==> src/rtl/seq_det_pkg.sv <==
// Shared definitions for the serial feeder and the sequence-detector harnesses.
package seq_det_pkg;

  // Feeder FSM encoding
  typedef enum logic {
    IDLE  = 1'b0,
    SHIFT = 1'b1
  } feeder_state_e;

  // Default word width so the feeder and the detector harnesses agree
  localparam int DEFAULT_WIDTH = 8;

endpackage

==> src/rtl/serial_bit_feeder.sv <==
// Parallel-in / serial-out feeder for the single-bit sequence detectors.
// Words are loaded over a valid/ready handshake. One bit is emitted per clock.
// A new word can be loaded on the last bit of the previous one, so consecutive
// words reach the detector as one continuous, gapless stream.
//
// state | meaning
// ------+-------------------------------------------------------------
// IDLE  | no word in flight; x/x_valid are 0 and din_ready is 1
// SHIFT | word in flight; cnt = k means bit k of transmit order is on x
module serial_bit_feeder
  import seq_det_pkg::*;
#(
  parameter int WIDTH     = DEFAULT_WIDTH,
  parameter bit MSB_FIRST = 1'b1
) (
  input  logic             clk,
  input  logic             rst,
  input  logic [WIDTH-1:0] din,
  input  logic             din_valid,
  output logic             din_ready,
  output logic             x,
  output logic             x_valid,
  output logic             word_done
);

  localparam int CW = $clog2(WIDTH);
  localparam logic [CW-1:0] CNT_LAST = CW'(WIDTH - 1);

  feeder_state_e  state_q, state_d;
  logic [WIDTH-1:0] sreg_q, sreg_d;
  logic [CW-1:0]    cnt_q, cnt_d;

  logic last_bit;
  logic accept;
  logic out_bit;
  logic [WIDTH-1:0] sreg_shifted;

  // Handshake decode: ready while idle or on the last bit, which allows a gapless reload
  assign last_bit  = (state_q == SHIFT) && (cnt_q == CNT_LAST);
  assign din_ready = (state_q == IDLE) || last_bit;
  assign accept    = din_valid && din_ready;
  assign word_done = last_bit;

  // Shift direction and output end come from MSB_FIRST; the vacated bit fills with 0
  always_comb begin
    sreg_shifted = '0;
    out_bit      = 1'b0;
    if (MSB_FIRST) begin
      sreg_shifted = {sreg_q[WIDTH-2:0], 1'b0};
      out_bit      = sreg_q[WIDTH-1];
    end else begin
      sreg_shifted = {1'b0, sreg_q[WIDTH-1:1]};
      out_bit      = sreg_q[0];
    end
  end

  // x is gated by state so that idle gaps look like 0s to the detector.
  // The path from the flops is one gate deep, and x does not depend on din.
  assign x_valid = (state_q == SHIFT);
  assign x       = x_valid & out_bit;

  // Next-state logic for the FSM, shift register and bit counter
  always_comb begin
    state_d = state_q;
    sreg_d  = sreg_q;
    cnt_d   = cnt_q;
    if (accept) begin
      state_d = SHIFT;
      sreg_d  = din;
      cnt_d   = '0;
    end else if (state_q == SHIFT) begin
      if (last_bit) begin
        state_d = IDLE;
        cnt_d   = '0;
      end else begin
        sreg_d = sreg_shifted;
        cnt_d  = cnt_q + 1'b1;
      end
    end
  end

  // State, shift register and counter flops; reset discards any word in flight
  always_ff @(posedge clk or negedge rst) begin
    if (!rst) begin
      state_q <= IDLE;
      sreg_q  <= '0;
      cnt_q   <= '0;
    end else begin
      state_q <= state_d;
      sreg_q  <= sreg_d;
      cnt_q   <= cnt_d;
    end
  end

endmodule

==> config.mk <==
export PLATFORM = sky130hd
export DESIGN_NAME = serial_bit_feeder
export DESIGN_NICKNAME = d
export VERILOG_FILES = /design/src/rtl/seq_det_pkg.sv /design/src/rtl/serial_bit_feeder.sv
export SDC_FILE = /design/constraint.sdc
export NUM_CORES = 1
export LEC_CHECK = 0
export BUFFER_PORTS_ARGS = -buffer_cell sky130_fd_sc_hd__buf_2
export CORE_UTILIZATION = 45
export DETAILED_ROUTE_END_ITERATION = 6
export PLACE_DENSITY = 0.82
export SYNTH_ARGS = -nofsm -noshare
export SYNTH_HDL_FRONTEND = slang
export SYNTH_SLANG_ARGS = --single-unit
==> constraint.sdc <==
create_clock -name clk -period 1.6 [get_ports clk]
set_input_delay 0 -clock clk [delete_from_list [all_inputs] [get_ports clk]]
set_output_delay 0 -clock clk [all_outputs]
set_load 0.005 [all_outputs]
==> flow_metrics.tcl, run 1 <==
set metrics [dict create \
    worstHoldStart "din[0]" \
    final_core_util_pct 59.64 \
    yosysSeqAreaShare_pct 46.97 \
    clock_skew_ps 0.3788 \
    crit_path_end_kind "flip-flop" \
    synth-seq-cells 12 \
    track_usage_pct 17.74 \
    setup_viol 0 \
    ff2ff_setup_slack_ps 40 \
    place_ws_ps 41.35 \
    power_density_nw_per_um2 1760 \
    vias 408 \
    fmax_ghz 0.6415 \
    port_buffers 14 \
    maxCapViolCount 0 \
    hold_viol_final 0 \
    coreArea_um2 1318 \
    cts_tree "built" \
    ant_nets 0 \
    final_common_cell "buf_2" \
    crit_path_start_kind "flip-flop" \
    fin_crit_sh_pct 97.42 \
    drive_gt1_share_pct 54.55 \
    maxSlewViolCount 0 \
    ys_types 17 \
    hp-class "input pin to flip-flop" \
    drt_wl_total_um 1135 \
    cts_sinks 12 \
    relSlewSlack_pct 78.65 \
    ir_worst_vdd_mv 0.8066 \
    grt_pass1_vias 405 \
    ios 15 \
    die-area_um2 1576 \
    clockBufferDepth 2 \
    timing.rr.end "sreg_q[7]" \
    ys_warn_count 0 \
    die-height_um 39.70 \
    die_width_um 39.70 \
    critPathKind "flip-flop to flip-flop" \
    layout.nets 80 \
    place_congestion 0.7544 \
    synthCells 45 \
    drc 0 \
    areaGrowthSynthToFinish_pct 22.90 \
    fin_crit_ps 1559 \
    required_ps 1760 \
    synth.net_count 58 \
    rr_worst_depth 5 \
    vias_per_cell 5.037 \
    clk_latency_ps 270 \
    path_max_fanout 10 \
    worst_slew_pin_slew_ps 320.3 \
    layout_setup_ws_ps 41.21 \
    antenna_found_initial 0 \
    p_leak_nw 0.4116 \
    cts_buffers 3 \
    firstDrtPassIters 2 \
    grt_start_max_net_pins 13 \
    netlist_area_um2 639.4 \
    initial_core_util_pct 48.53 \
    drtIter0Drc 7 \
    cts_root_buf "clkbuf_4" \
    hold_depth 3 \
    synth.avg_cell_area_um2 14.21 \
    wl_per_cell_um 14.01 \
    dpl.hpwl_um 770.4 \
    hold_end "sreg_q[0]" \
    overflow 0 \
    rr_startpoint "cnt_q[0]" \
    mostFrequentLayoutCells "14 x buf_2, 12 x dfrtp_1, 10 x mux2_4" \
    n_antenna_cell 0 \
    num_rows 13 \
    htree_levels 1 \
    clkTransAtPathRegs_ps 70 \
    whs_ps 14.27 \
    grt_pass1_wl_um 1787 \
    arrival_ps 1710 \
    status "complete, no violations" \
]
## synthesized netlist by cell type, drive strengths merged
| master | count | area (um^2) |
|---|---|---|
| ha | 2 | 25.02 |
| inv | 1 | 3.750 |
| a21oi | 1 | 5.000 |
| and2 | 2 | 12.51 |
| buf | 3 | 26.27 |
| o22ai | 2 | 12.51 |
| nor2 | 1 | 3.750 |
| mux2i | 2 | 20.02 |
| a32o | 1 | 10.01 |
| mux2 | 14 | 195.2 |
| nand2b | 3 | 21.27 |
| nand2 | 1 | 3.750 |
| dfrtp | 12 | 300.3 |
## layout make-up
cell class | instances | area (um^2)
inverter | 1 | 3.754
tap | 15 | 18.77
sequential | 12 | 300.3
timing repair buffer | 20 | 117.6
fill | 111 | 531.8
multi-input combinational | 29 | 309.0
clock buffer | 4 | 36.28
## how the worst max path moves through the flow
stage | end | slack (ps) | cells after the start | start
finish | sreg_q[7] | 40 | 5 | cnt_q[0]
global placement | sreg_q[3] | 110 | 5 | cnt_q[0]
floorplan | sreg_q[3] | 100 | 5 | cnt_q[0]
CTS | sreg_q[3] | 40 | 5 | cnt_q[0]
detailed placement | sreg_q[7] | 40 | 5 | cnt_q[0]
global route | sreg_q[3] | -5 | 5 | cnt_q[0]
## what timing repair did
action / 4_1_cts / 5_1_grt
hold endpoints to repair: 12 / 0
hold buffers: 1 / 0
buffers inserted: 0 / 2
setup endpoints to repair: 0 / 1
resized for setup: 0 / 0
## power by group
| part | total, mW | internal, mW | switching, mW |
|---|---|---|---|
| clock network | 0.239 | 0.138 | 0.100 |
| logic | 0.640 | 0.399 | 0.241 |
| registers | 0.504 | 0.434 | 0.0705 |
| total | 1.38 | 0.971 | 0.412 |
## logic make-up (layout without fill, tap and decap cells)
| family | Yosys count | in the layout | share of synthesized area, % |
|---|---|---|---|
| and+or+nand+nor | 7 | 7 | 6.456 |
| adders and majority gates | 2 | 2 | 3.913 |
| AOI/OAI and AO/OA | 4 | 4 | 4.304 |
| DFF | 12 | 12 | 46.97 |
| buffers and inverters | 4 | 25 | 4.695 |
| muxes | 16 | 16 | 33.66 |
## flip-flops by register name, indices dropped and copies added (netlist names)
name	count
cnt_q	3
sreg_q	8
x_valid	1
## critical path, stage by stage (launching register included)
cell and delay, ps:
dfrtp_1 400, ha_1 210, ha_1 190, nand2b_1 140
buf_4 180, mux2_1 320
## per-layer routing
metal  wire length [um]  up-vias  track usage [%]
li1                   -      201                -
met1                535      195            23.59
met2                549       10            25.00
met3                 36        2            3.409
met4                 14        0            12.93
met5                  0        -                0
## stage by stage
stage	TNS [ps]	cell area (um^2)	power, mW	std cells
2_1_floorplan	0	639.4	0.9610	45
3_3_place_gp	0	724.4	1.081	74
3_5_place_dp	0	724.4	1.113	74
4_1_cts	0	770.7	1.363	79
5_1_grt	-5.485	785.8	1.482	81
6_report	0	785.8	1.383	81
Note: power is estimated with default switching activity, not from simulation.
==> run 2: changes to the inputs <==
--- a/config.mk
+++ b/config.mk
@@ -8,6 +8,7 @@
 export BUFFER_PORTS_ARGS = -buffer_cell sky130_fd_sc_hd__buf_2
 export CORE_UTILIZATION = 45
 export DETAILED_ROUTE_END_ITERATION = 6
+export MAX_ROUTING_LAYER = met4
 export PLACE_DENSITY = 0.82
 export SYNTH_ARGS = -nofsm -noshare
 export SYNTH_HDL_FRONTEND = slang
==> run 2 against run 1 <==
- fmax about the same
- sequential cell count unchanged
- setup slack hardly changed
- non-clock buffer count stayed put
- hold slack about the same
- combinational power is essentially flat
- design area is the same
- register-to-register slack is essentially flat
- critical path depth stayed put
- global-route usage rose by 0.43 points
==> flow_metrics.tcl, run 2 (synthesis results as in run 1) <==
set metrics [dict create \
    status "complete, no violations" \
    fin_crit_ps 1559 \
    drtIter0Drc 7 \
    vias_per_cell 5.037 \
    maxSlewViolCount 0 \
    cts_sinks 12 \
    grt_start_max_net_pins 13 \
    crit_path_start_kind "flip-flop" \
    fin_cells 81 \
    arrival_ps 1710 \
    overflow 0 \
    largest_reg_flops 8 \
    fin_crit_sh_pct 97.42 \
    critPathKind "flip-flop to flip-flop" \
    power_density_nw_per_um2 1760 \
    place_congestion 0.7642 \
    cts_buffers 3 \
    grt_pass1_wl_um 1780 \
    areaGrowthSynthToFinish_pct 22.90 \
    p_leak_nw 0.4116 \
    drc 0 \
    die-area_um2 1576 \
    worstHoldStart "din[0]" \
    htree_levels 1 \
    ff2ff_setup_slack_ps 40 \
    port_buffers 14 \
    die-height_um 39.70 \
    setup_viol 0 \
    layout.nets 80 \
    clockBufferDepth 2 \
    ios 15 \
    final_core_util_pct 59.64 \
    crit_chain "ha_1, ha_1, nand2b_1, buf_4, mux2_1" \
    place_area_um2 724.4 \
    clkTransAtPathRegs_ps 70 \
    cts_root_buf "clkbuf_4" \
    crit_start "cnt_q[0]" \
    n_antenna_cell 0 \
    cts_tree "built" \
    firstDrtPassIters 2 \
    antenna_found_initial 0 \
    hp-class "input pin to flip-flop" \
    clk_latency_ps 270 \
    final_common_cell "buf_2" \
    coreArea_um2 1318 \
    worst_slew_pin_slew_ps 320.3 \
    crit_path_end_kind "flip-flop" \
    regMostFlops "sreg_q" \
    drive_gt1_share_pct 54.55 \
    path_max_fanout 10 \
    grt_util_met3_pct 3.409 \
    num_rows 13 \
    required_ps 1760 \
    max_stage_delay_ps 400 \
    busiest_layer "met2" \
    grt_pass1_vias 405 \
    fin_area_um2 785.8 \
    drt_wl_total_um 1135 \
    vias 408 \
    mostFrequentLayoutCells "14 x buf_2, 12 x dfrtp_1, 10 x mux2_4" \
    grtUsageMet1_pct 23.59 \
    ir_worst_vdd_mv 0.8066 \
    crit_family "flip-flops" \
    clock_skew_ps 0.3788 \
    hold_viol_final 0 \
    track_usage_pct 18.17 \
    maxCapViolCount 0 \
    crit_top_cell "ha_1" \
    rr_startpoint "cnt_q[0]" \
    dpl.hpwl_um 770.4 \
    critPathBufInv 1 \
    dp_cells 74 \
    ant_nets 0 \
    crit_slowest_cell "dfrtp_1" \
    relSlewSlack_pct 78.65 \
    initial_core_util_pct 48.53 \
    fmax_ghz 0.6415 \
    use_met2_pct 25.00 \
    wl_per_cell_um 14.01 \
    cts_resized 0 \
    die_width_um 39.70 \
]
==> run 2: cell counts in the layout (fill, tap and decap cells not counted) <==
No cell type changed its count.
==> run 2: stage by stage <==
step	TNS, ps	hold WS [ps]	worst slack (ps)	power, mW
finish	0	14.27	41.21	1.383
detailed placement	0	-106.2	41.35	1.113
CTS	0	12.41	37.14	1.363
global route	-5.485	19.42	-5.485	1.482
floorplan	0	-295.6	98.43	0.9610
global placement	0	-110.9	106.1	1.081
==> run 2: timing repair <==
item	CTS	global route
endpoints found under the hold margin	12	0
setup endpoints to repair	0	1
buffers inserted	0	2
hold buffers	1	0
==> run 2: worst reg2reg max path, stage by stage, from the launching register on <==
cell and delay, ps:
dfrtp_1 400, ha_1 210, ha_1 190, nand2b_1 140, buf_4 180, mux2_1 320
==> run 2: worst paths after layout <==
| path | endpoint | cells after the start |
|---|---|---|
| max | sreg_q[7] | 5 |
| min | sreg_q[0] | 3 |
| max reg2reg | sreg_q[7] | 5 |
| min reg2reg | sreg_q[3] | 1 |
| max in group asynchronous | cnt_q[1] | 2 |
| min in group asynchronous | sreg_q[6] | 2 |
==> run 2: routing by layer <==
metal / vias to the layer above / part of all wire (%)
met5: - / 0
met4: 0 / 1.2
met3: 2 / 3.2
met2: 10 / 48
met1: 195 / 47
li1: 201 / -
==> run 2: layout make-up <==
| cell class | instances | area [um^2] |
|---|---|---|
| clock buffers | 4 | 36.28 |
| fillers | 111 | 531.8 |
| inverters | 1 | 3.754 |
| multi-input cells | 29 | 309.0 |
| flip-flops and latches | 12 | 300.3 |
| well taps | 15 | 18.77 |
| repair buffers | 20 | 117.6 |
==> run 2: power by group <==
group	internal, mW	switching (mW)	leakage [nW]
Combinational	0.399	0.241	0.240
Clock	0.138	0.100	0.0210
Sequential	0.434	0.0705	0.151
Total	0.971	0.412	0.412
==> run 3: changes to the inputs <==
--- a/config.mk
+++ b/config.mk
@@ -10,6 +10,7 @@
 export DETAILED_ROUTE_END_ITERATION = 6
 export MAX_ROUTING_LAYER = met4
 export PLACE_DENSITY = 0.82
+export RECOVER_POWER = 50
 export SYNTH_ARGS = -nofsm -noshare
 export SYNTH_HDL_FRONTEND = slang
 export SYNTH_SLANG_ARGS = --single-unit
==> run 3 against run 2 <==
- design area down 0.80%
- power down 0.67%
- sequential share of layout area up 0.31 points
- hold slack about the same
- critical endpoint unchanged
- highest routed layer unchanged
==> flow_metrics.tcl, run 3 (synthesis results as in run 1) <==
set metrics [dict create \
    status "complete, no violations" \
    grt_pass1_vias 405 \
    drt_wl_total_um 1133 \
    worst_slew_pin_slew_ps 656.4 \
    port_buffers 14 \
    htree_levels 1 \
    crit_start "cnt_q[0]" \
    coreArea_um2 1318 \
    initial_core_util_pct 48.53 \
    die_width_um 39.70 \
    largest_reg_flops 8 \
    ant_nets 0 \
    p_leak_nw 0.4022 \
    relSlewSlack_pct 56.24 \
    cts_root_buf "clkbuf_4" \
    dp_cells 74 \
    hold_viol_final 0 \
    maxCapViolCount 0 \
    num_rows 13 \
    ios 15 \
    rr_startpoint "cnt_q[0]" \
    track_usage_pct 18.17 \
    die-area_um2 1576 \
    cts_sinks 12 \
    crit_path_start_kind "flip-flop" \
    grt_pass1_wl_um 1780 \
    areaGrowthSynthToFinish_pct 21.92 \
    setup_viol 0 \
    firstDrtPassIters 2 \
    antenna_found_initial 0 \
    nFillCells 115 \
    grt_start_max_net_pins 13 \
    fin_crit_ps 1559 \
    ir_worst_vdd_mv 0.8055 \
    worstHoldStart "din[0]" \
    fin_cells 81 \
    wl_per_cell_um 13.99 \
    power_density_nw_per_um2 1762 \
    critPathKind "flip-flop to flip-flop" \
    path_max_fanout 10 \
    layout.nets 80 \
    maxSlewViolCount 0 \
    die-height_um 39.70 \
    arrival_ps 1720 \
    regMostFlops "sreg_q" \
    dpl.hpwl_um 770.4 \
    layout_setup_ws_ps 41.10 \
    vias 407 \
    hp-class "input pin to flip-flop" \
    clockBufferDepth 2 \
    fin_crit_sh_pct 97.43 \
    clk_latency_ps 270 \
    overflow 0 \
    cts_resized 0 \
    clkTransAtPathRegs_ps 70 \
    max_stage_delay_ps 400 \
    vias_per_cell 5.025 \
    required_ps 1760 \
    place_ws_ps 41.35 \
    fmax_ghz 0.6415 \
    mostFrequentLayoutCells "12 x dfrtp_1, 12 x buf_2, 10 x mux2_4" \
    clock_skew_ps 0.3788 \
    place_congestion 0.7642 \
    cts_tree "built" \
    n_antenna_cell 0 \
    drc 0 \
    drtIter0Drc 7 \
    crit_chain "ha_1, ha_1, nand2b_1, buf_4, mux2_1" \
    fin_area_um2 779.5 \
    crit_top_cell "ha_1" \
    place_area_um2 724.4 \
    crit_path_end_kind "flip-flop" \
    cts_buffers 3 \
    power.total_mw 1.373 \
    crit_slowest_cell "dfrtp_1" \
    drive_gt1_share_pct 50.00 \
]
run 3: cell type report:
| class | instances | area [um^2] | share of cell area (%) |
|---|---|---|---|
| repair buffers | 20 | 111.4 | 14.29 |
| clock buffers | 4 | 36.28 | 4.655 |
| inverters | 1 | 3.754 | 0.4815 |
| well taps | 15 | 18.77 | 2.408 |
| flip-flops and latches | 12 | 300.3 | 38.52 |
| multi-input cells | 29 | 309.0 | 39.65 |
run 3: timing repair:
action | in CTS | in global routing
hold buffers | 1 | 0
hold endpoints to repair | 12 | 0
setup buffers | 0 | 2
setup endpoints to repair | 0 | 1
run 3: worst paths after layout:
kind | end | slack, ps | depth (start not counted)
worst min-delay path | sreg_q[0] | 10 | 3
worst max-delay path | sreg_q[7] | 40 | 5
worst min register to register | sreg_q[3] | 500 | 1
min in group asynchronous | sreg_q[6] | 260 | 2
worst max register to register | sreg_q[7] | 40 | 5
max in group asynchronous | cnt_q[1] | 920 | 2
run 3: report_power, final:
part	internal (mW)	switching, mW	leakage, nW
clock network	0.138	0.100	0.0210
registers	0.434	0.0703	0.151
logic	0.389	0.241	0.231
run 3: metrics by stage:
step                      hold slack (ps)  setup TNS (ps)  util [%]
after floorplan                    -295.6               0         -
after global placement             -110.9               0     54.99
after detailed placement           -106.2               0     54.99
after CTS                           12.41               0     58.50
after global routing                19.42          -5.485     59.16
final                               14.26               0     59.16
run 3: layer usage:
metal  track usage [%]  vias up  part of all wire (%)
li1                  -      200                     -
met1             23.59      195                    47
met2             25.00       10                    48
met3             3.409        2                   3.3
met4             12.93        0                   1.2
met5                 -        -                     0
run 3: worst max-delay path: cells and delay by family (launching register included):
kind          cells  cell delay, ps
simple gates      1             140
mux               1             320
flops             1             400
fa+ha+maj         2             400
buf+inv           1             180
